$ cat src/rtl/hi_lo_multiply_divide_unit.sv
// Iterative multiply/divide unit that owns the architectural HI/LO registers.
// One shift-add or restoring shift-subtract step per cycle, then a sign fixup cycle.
module hi_lo_multiply_divide_unit #(
  parameter int WIDTH = 32
) (
  input  logic             clk,
  input  logic             reset,
  input  logic [2:0]       operation_execute,
  input  logic [WIDTH-1:0] source_A_execute,
  input  logic [WIDTH-1:0] source_B_execute,
  input  logic             flush_execute_register,
  output logic             busy,
  output logic [WIDTH-1:0] HI_output,
  output logic [WIDTH-1:0] LO_output,
  output logic             done_pulse
);

  localparam int CW = $clog2(WIDTH) + 1;

  localparam logic [2:0] OP_MULT  = 3'b001;
  localparam logic [2:0] OP_MULTU = 3'b010;
  localparam logic [2:0] OP_DIV   = 3'b011;
  localparam logic [2:0] OP_DIVU  = 3'b100;
  localparam logic [2:0] OP_MTHI  = 3'b101;
  localparam logic [2:0] OP_MTLO  = 3'b110;

  typedef enum logic [1:0] {IDLE, MULTIPLY, DIVIDE, FIXUP} state_t;

  state_t             state, next_state;
  logic [2*WIDTH-1:0] acc;
  logic [WIDTH-1:0]   operand;
  logic [WIDTH-1:0]   multiplier;
  logic [CW-1:0]      count;
  logic               neg_result;
  logic               neg_rem;
  logic               is_div;

  logic               accept, start_mult, start_div, div_zero, last_step;
  logic               signed_op, a_neg, b_neg;
  logic [WIDTH-1:0]   a_mag, b_mag;
  logic [WIDTH:0]     mul_sum, div_shift, div_diff;
  logic               div_take;
  logic [WIDTH-1:0]   div_rem, quo_fix, rem_fix;
  logic [2*WIDTH-1:0] prod_fix;

  // Operations are only taken in IDLE, so anything presented while busy is dropped.
  assign accept     = (state == IDLE) && !flush_execute_register &&
                      (operation_execute inside {[OP_MULT:OP_MTLO]});
  assign start_mult = accept && (operation_execute inside {OP_MULT, OP_MULTU});
  assign start_div  = accept && (operation_execute inside {OP_DIV, OP_DIVU});
  assign div_zero   = (source_B_execute == '0);
  assign last_step  = (count == CW'(WIDTH - 1));

  assign signed_op = (operation_execute == OP_MULT) || (operation_execute == OP_DIV);
  assign a_neg     = signed_op && source_A_execute[WIDTH-1];
  assign b_neg     = signed_op && source_B_execute[WIDTH-1];
  assign a_mag     = a_neg ? -source_A_execute : source_A_execute;
  assign b_mag     = b_neg ? -source_B_execute : source_B_execute;

  // Multiply: add multiplicand into the upper half, shift the product right.
  assign mul_sum = {1'b0, acc[2*WIDTH-1:WIDTH]} +
                   (multiplier[0] ? {1'b0, operand} : '0);

  // Divide: acc holds {remainder, dividend/quotient}; a negative difference restores.
  assign div_shift = {acc[2*WIDTH-1:WIDTH], acc[WIDTH-1]};
  assign div_diff  = div_shift - {1'b0, operand};
  assign div_take  = !div_diff[WIDTH];
  assign div_rem   = div_take ? div_diff[WIDTH-1:0] : div_shift[WIDTH-1:0];

  assign prod_fix = neg_result ? -acc : acc;
  assign quo_fix  = neg_result ? -acc[WIDTH-1:0] : acc[WIDTH-1:0];
  assign rem_fix  = neg_rem ? -acc[2*WIDTH-1:WIDTH] : acc[2*WIDTH-1:WIDTH];

  assign busy = (state != IDLE);

  always_ff @(posedge clk or posedge reset) begin
    if (reset) state <= IDLE;
    else       state <= next_state;
  end

  // NOTE: next_state is defaulted before the case so no path leaves it unassigned (no latch).
  always_comb begin
    next_state = state;
    unique case (state)
      IDLE: begin
        if (start_mult)     next_state = MULTIPLY;
        else if (start_div) next_state = div_zero ? FIXUP : DIVIDE;
      end
      MULTIPLY: if (last_step) next_state = FIXUP;
      DIVIDE:   if (last_step) next_state = FIXUP;
      FIXUP:    next_state = IDLE;
    endcase
  end

  always_ff @(posedge clk or posedge reset) begin
    if (reset) begin
      acc        <= '0;
      operand    <= '0;
      multiplier <= '0;
      count      <= '0;
      neg_result <= 1'b0;
      neg_rem    <= 1'b0;
      is_div     <= 1'b0;
      HI_output  <= '0;
      LO_output  <= '0;
      done_pulse <= 1'b0;
    end else begin
      done_pulse <= 1'b0;
      unique case (state)
        IDLE: begin
          if (accept) begin
            count <= '0;
            case (operation_execute)
              OP_MTHI: HI_output <= source_A_execute;
              OP_MTLO: LO_output <= source_A_execute;
              OP_MULT, OP_MULTU: begin
                operand    <= a_mag;
                multiplier <= b_mag;
                acc        <= '0;
                neg_result <= a_neg ^ b_neg;
                neg_rem    <= 1'b0;
                is_div     <= 1'b0;
              end
              default: begin
                operand <= b_mag;
                is_div  <= 1'b1;
                if (div_zero) begin
                  // Divide by zero bypasses iteration; result is raw and unsigned.
                  acc        <= {source_A_execute, {WIDTH{1'b1}}};
                  neg_result <= 1'b0;
                  neg_rem    <= 1'b0;
                end else begin
                  acc        <= {{WIDTH{1'b0}}, a_mag};
                  neg_result <= a_neg ^ b_neg;
                  neg_rem    <= a_neg;
                end
              end
            endcase
          end
        end
        MULTIPLY: begin
          acc        <= {mul_sum, acc[WIDTH-1:1]};
          multiplier <= multiplier >> 1;
          count      <= count + CW'(1);
        end
        DIVIDE: begin
          acc   <= {div_rem, acc[WIDTH-2:0], div_take};
          count <= count + CW'(1);
        end
        FIXUP: begin
          if (is_div) begin
            HI_output <= rem_fix;
            LO_output <= quo_fix;
          end else begin
            HI_output <= prod_fix[2*WIDTH-1:WIDTH];
            LO_output <= prod_fix[WIDTH-1:0];
          end
          done_pulse <= 1'b1;
        end
      endcase
    end
  end

endmodule

$ cat config.mk
export PLATFORM = sky130hd
export DESIGN_NAME = hi_lo_multiply_divide_unit
export DESIGN_NICKNAME = d
export VERILOG_FILES = /design/src/rtl/hi_lo_multiply_divide_unit.sv
export SDC_FILE = /design/constraint.sdc
export NUM_CORES = 1
export LEC_CHECK = 0
export CORE_ASPECT_RATIO = 1.75
export CORE_MARGIN = 2
export CORE_UTILIZATION = 40
export CTS_CLUSTER_DIAMETER = 200
export CTS_CLUSTER_SIZE = 12
export DETAILED_ROUTE_END_ITERATION = 7
export SLEW_MARGIN = 5
export SYNTH_ARGS = -nofsm -noshare
export SYNTH_HDL_FRONTEND = slang
export SYNTH_SLANG_ARGS = --single-unit
$ cat constraint.sdc
create_clock -name clk -period 18.84 [get_ports clk]
set_input_delay 1.884 -clock clk [delete_from_list [all_inputs] [get_ports clk]]
set_output_delay 1.884 -clock clk [all_outputs]
set_load 0.02 [all_outputs]
Word-level counts from Yosys, hierarchy flattened
Index checks and enable logic that the tools add are counted.
{"block": "op_classes", "n_addsub": 8, "n_lt_le_gt_ge": 2, "n_eq_ne": 17, "mux": 36, "bitwise": 2, "n_reduce_logical": 29}
{"op": "2-to-1 mux 32 bit", "count": 14}
{"op": "case mux 32 bit (2 select lines)", "count": 4}
{"op": "2-to-1 mux 64 bit", "count": 3}
{"op": "case mux 64 bit (3 select lines)", "count": 1}
{"op": "negation 32 bit", "count": 4}
{"op": "case mux 64 bit (2 select lines)", "count": 1}
{"op": "negation 64 bit", "count": 1}
{"op": "adder 32 x 32 -> 33 bit", "count": 1}
{"op": "subtractor 33 x 32 -> 33 bit", "count": 1}
{"op": "zero test 32 bit", "count": 1}
{"op": "AND reduction 3 bit", "count": 5}
{"op": "case mux 6 bit (2 select lines)", "count": 1}
{"op": "nonzero test 2 bit", "count": 6}
{"op": "== test 3 bit (second input constant)", "count": 3}
{"op": "inequality test 2 x 1 -> 1 bit (second input constant)", "count": 4}
{"op": "logical AND 1 bit", "count": 7}
{"op": "adder 6 x 1 -> 6 bit (second input constant)", "count": 1}
{"op": "== test 3 x 2 -> 1 bit (second input constant)", "count": 2}
{"op": "== test 6 x 5 -> 1 bit (second input constant)", "count": 1}
{"op": "2-to-1 mux 2 bit", "count": 3}
{"op": "2-to-1 mux 6 bit", "count": 1}
{"op": "case mux 1 bit (2 select lines)", "count": 3}
{"op": "case mux 2 bit (3 select lines)", "count": 1}
{"op": "OR reduction 2 bit", "count": 3}
{"op": "other kinds (15)", "count": 22}
{"block": "word_totals", "ff_bits": 204, "output_inout_bits": 66}

Longest topological paths before layout
{"block": "depth", "ltp_word": 8, "mapped_depth": 14}

Worst setup path before layout
No wires, ideal clock.
{"block": "synth_path", "path_type": "input to register", "from": "in source_B_execute[0]", "to": "reg acc[39]", "setup_time_ps": 82, "arrival_time_ps": 4499, "setup_slack_ps": 14259, "cell_stages": 11, "n_path_buf": 3, "path_cell_list": "inv_1 > ha_1 > or4b_2 > clkbuf_1 > nor4_1 > nand4_1 > nor2_1 > clkbuf_1 > clkbuf_1 > a22oi_1 > a31oi_1"}
{"block": "synth_via", "elab_chain_cells": 5}
{"element": "from (decl)", "line_no": "10", "text": "input logic [WIDTH-1:0] source_B_execute,"}
{"element": "zero test 32 bit", "line_no": "51", "text": "assign div_zero = (source_B_execute == '0);"}
{"element": "2-to-1 mux 64 bit", "line_no": "127", "text": "if (div_zero) begin"}
{"element": "case mux 64 bit (2 select lines)", "line_no": "113", "text": "case (operation_execute)"}
{"element": "2-to-1 mux 64 bit", "line_no": "111", "text": "if (accept) begin"}
{"element": "case mux 64 bit (3 select lines)", "line_no": "109", "text": "unique case (state)"}
{"element": "to (signal assigned)", "line_no": "129", "text": "acc <= {source_A_execute, {WIDTH{1'b1}}};"}
{"element": "to (signal assigned)", "line_no": "133", "text": "acc <= {{WIDTH{1'b0}}, a_mag};"}
{"element": "to (signal assigned)", "line_no": "142", "text": "acc <= {mul_sum, acc[WIDTH-1:1]};"}
{"element": "to (decl)", "line_no": "30", "text": "logic [2*WIDTH-1:0] acc;"}
Every way passes these cells. The select of a mux whose other input is x is not followed.
A chain may end at the register's enable or synchronous reset.

Worst setup path after layout
{"block": "layout_path", "from": "in source_B_execute[0]", "to": "reg acc[58]"}
Same word-level chain as after synthesis.

==> impl_metrics.tcl <==
set metrics [dict create \
    ctsLongestPathBuffers 3 \
    cp_common_cell "buf_4" \
    final_core_util_pct 45.8 \
    io_pins 136 \
    path_buf_inv 4 \
    pwr-share-seq_pct 23.5 \
    portBuffers 135 \
    crit_fanout 35 \
    synth_top_area_cell "dfrtp_1" \
    h-tree-depth 1 \
    dp_hpwl_um 54300 \
    synthesis.area_mm2 0.0168 \
    final-instance-count-excl-fill 2719 \
    netlist_instances 2125 \
    dpl_cell_area_mm2 0.0186 \
    ys.flop_type "dfrtp_1" \
    areaGrowthSynthToFinish_pct 13.5 \
    grt_pass1_wl_um 105000 \
    hold_buffers 0 \
    antenna_found_initial 0 \
    cts_setup_buffers 0 \
    final_area_mm2 0.0191 \
    path_delay_family "simple AND/OR/NAND/NOR gates" \
    outcome "finished, final reports clean" \
    grt_pass1_vias 16900 \
    p_per_area_mw_per_mm2 205 \
    switching_share_pct 53.5 \
    via_per_inst 6.21 \
    drive_above_1_share_pct 4.44 \
    p_comb_share_pct 67.2 \
    fin_crit_sh_pct 27.6 \
    switchingPower_mw 2.10 \
    peakVddDrop_uv 166 \
    final_antenna_net_count 0 \
    die_h_um 275 \
    die_w_um 159 \
    grt_setup_unrepaired "false" \
    syn-num-nets 2271 \
    yosysUniqueCellTypes 82 \
    worst_hold_path_type "flop to flop" \
    setup_ws_ns 13.63 \
    grt_max_degree 84 \
    hold_viol_final 0 \
    rows 99 \
    worst_pin_slew_ns 1.20 \
    crit_arrival_ns 5.68 \
    p_int_mw 1.82 \
    placed_cells 2698 \
    finalSetupViolCount 0 \
    yosysSeqAreaShare_pct 30.4 \
    nets 2311 \
    ys_warn_count 0 \
    drv_cap 0 \
    cts_tree "built" \
    worst_path_largest_cell_delay_ns 0.69 \
    async_flop_share_pct 100 \
    final.setup_skew_ns 0.0250 \
    finalSetupTns_ns 0 \
    crit_chain "clkdlybuf4s50_1, inv_1, ha_1, or4b_2, nor4_1, nand4_1, buf_4, nor2_1, buf_4, a21oi_1, o21ai_0, nor3b_1, a41oi_1, nand2_1" \
    drc 0 \
    clock_sinks 204 \
    synth.avg_cell_area_um2 7.91 \
    synth_edf_count 0 \
    cp-end-kind "flop" \
    finalMaxSlewViolations 0 \
    cp_data_required_time_ns 19.32 \
    ys_ff_latch 204 \
    drt_wl_total_um 71300 \
    fmax_ghz 0.192 \
    pre_cts_ws_ns 13.19 \
    gr-total-overflow 0 \
    start_kind "input pin" \
    place_congestion 1.03 \
    first_pass_iters 6 \
    cts_root_buf "clkbuf_16" \
    clock_latency_ns 0.54 \
    cts_inserted_buffers 20 \
    path_class "input pin to flop" \
    cts.clk_slew.worst_paths_ns 0.07 \
    grt_util_all_layers_pct 31.9 \
    netlist_top_cells_area "dfrtp_1 (30%), a21oi_1 (6.8%), o21ai_0 (6.6%)" \
    antenna_cells_inserted 0 \
    cts_resized 0 \
    synth.top_cell.area_share_pct 30.4 \
    slew_headroom_pct 20.1 \
    p_leak_nw 8.06 \
    core_mm2 0.0416 \
    pwr-share-clk_pct 9.4 \
    nFillCells 4247 \
    initial_core_util_pct 40.4 \
    min_period_ns 5.21 \
    die_area_mm2 0.0438 \
    vias 16900 \
    wl_per_cell_um 26.2 \
    cp_slowest_cell "or4b_2" \
    initialDrtViolationCount 1250 \
]
registers in the layout, indices dropped and copies added (netlist names):
name,flops
neg_rem,1
operand,32
multiplier,32
LO_output,32
neg_result,1
done_pulse,1
is_div,1
count,6
acc,64
state,2
HI_output,32
layer usage:
| metal | global-route usage (%) | up-vias | share of wire, % |
|---|---|---|---|
| li1 | - | 7749 | - |
| met2 | 57.3 | 699 | 50 |
| met5 | 0 | - | 0 |
| met3 | 4.16 | 272 | 5.6 |
| met4 | 26.7 | 0 | 9.9 |
| met1 | 33.2 | 8158 | 34 |
cell usage in the layout, fill, tap and decap left out, drive strengths merged, types with 7 or more instances in the layout:
master / netlist / final
mux2: 12 / 12
a211oi: 22 / 22
or4: 20 / 20
a41oi: 7 / 7
o41ai: 13 / 13
or2: 10 / 10
and2: 44 / 44
nor2: 169 / 169
a221oi: 17 / 17
nor4: 19 / 19
xor2: 86 / 86
clkdlybuf4s50: 0 / 135
nor2b: 22 / 22
o31ai: 19 / 19
ha: 74 / 74
and3: 13 / 13
dfrtp: 204 / 204
nand3: 34 / 34
a31oi: 28 / 28
buf: 15 / 26
mux2i: 54 / 54
nand2b: 16 / 16
nor3: 29 / 29
a22o: 30 / 30
o211ai: 17 / 17
a21o: 47 / 47
inv: 68 / 68
o21ai: 224 / 224
clkbuf: 127 / 20
o21a: 13 / 13
a21oi: 230 / 230
nand2: 220 / 220
or3: 12 / 12
xnor2: 85 / 85
a221o: 12 / 12
a22oi: 32 / 32
cell usage after synthesis (34+ instances only):
cell type,n
a21oi_1,230
o21ai_0,221
nand2_1,218
dfrtp_1,204
nor2_1,169
clkbuf_1,124
xor2_1,86
xnor2_1,85
ha_1,74
inv_1,67
mux2i_1,54
a21o_1,47
and2_1,43
nand3_1,34
logic make-up after synthesis:
family	count (synthesis)	share of synthesized area (%)
AO/OA/AOI/OAI	762	28.1
adder cells (fa/ha/maj)	76	5.74
XOR/XNOR	171	8.91
flip-flops	204	30.4
buffers and inverters	212	4.93
multiplexers	66	4.02
AND/OR/NAND/NOR	634	17.9
power by group through the flow:
stage | registers (mW) | clock network, mW | logic (mW)
3_3_place_gp | 0.917 | 0 | 2.55
4_1_cts | 0.914 | 0.371 | 2.57
3_5_place_dp | 0.922 | 0 | 2.56
2_1_floorplan | 0.857 | 0 | 1.73
5_1_grt | 0.936 | 0.386 | 2.85
6_report | 0.919 | 0.366 | 2.63
final cells by class:
| cell class | instances | area, µm² | share of cell area (%) |
|---|---|---|---|
| Tap cell | 555 | 694 | 3.64 |
| Multi-Input combinational cell | 1709 | 11000 | 57.4 |
| Clock inverter | 1 | 16.3 | 0.0853 |
| Timing Repair Buffer | 161 | 1550 | 8.11 |
| Clock buffer | 20 | 500 | 2.62 |
| Sequential cell | 204 | 5100 | 26.8 |
| Inverter | 69 | 267 | 1.40 |
final timing paths:
check | slack (ns) | cells past startpoint | start | endpoint
worst min register to register | 0.48 | 1 | LO_output[12]$_DFFE_PP0P_ | LO_output[12]$_DFFE_PP0P_
max in group asynchronous | 14.79 | 4 | reset | multiplier[0]$_DFFE_PP0P_
min in group asynchronous | 1.82 | 2 | reset | HI_output[3]$_DFFE_PP0P_
worst max register to register | 14.30 | 11 | multiplier[0]$_DFFE_PP0P_ | acc[47]$_DFFE_PP0P_
worst max-delay path | 13.63 | 14 | source_B_execute[0] | acc[58]$_DFFE_PP0P_
worst min-delay path | 0.48 | 1 | LO_output[12]$_DFFE_PP0P_ | LO_output[12]$_DFFE_PP0P_
per-stage QoR:
stage / power [mW] / hold slack, ns
2_1_floorplan: 2.58 / 0.461
3_3_place_gp: 3.46 / 0.465
3_5_place_dp: 3.48 / 0.474
4_1_cts: 3.86 / 0.487
5_1_grt: 4.17 / 0.508
6_report: 3.92 / 0.483
(Power assumes the default switching activity.)
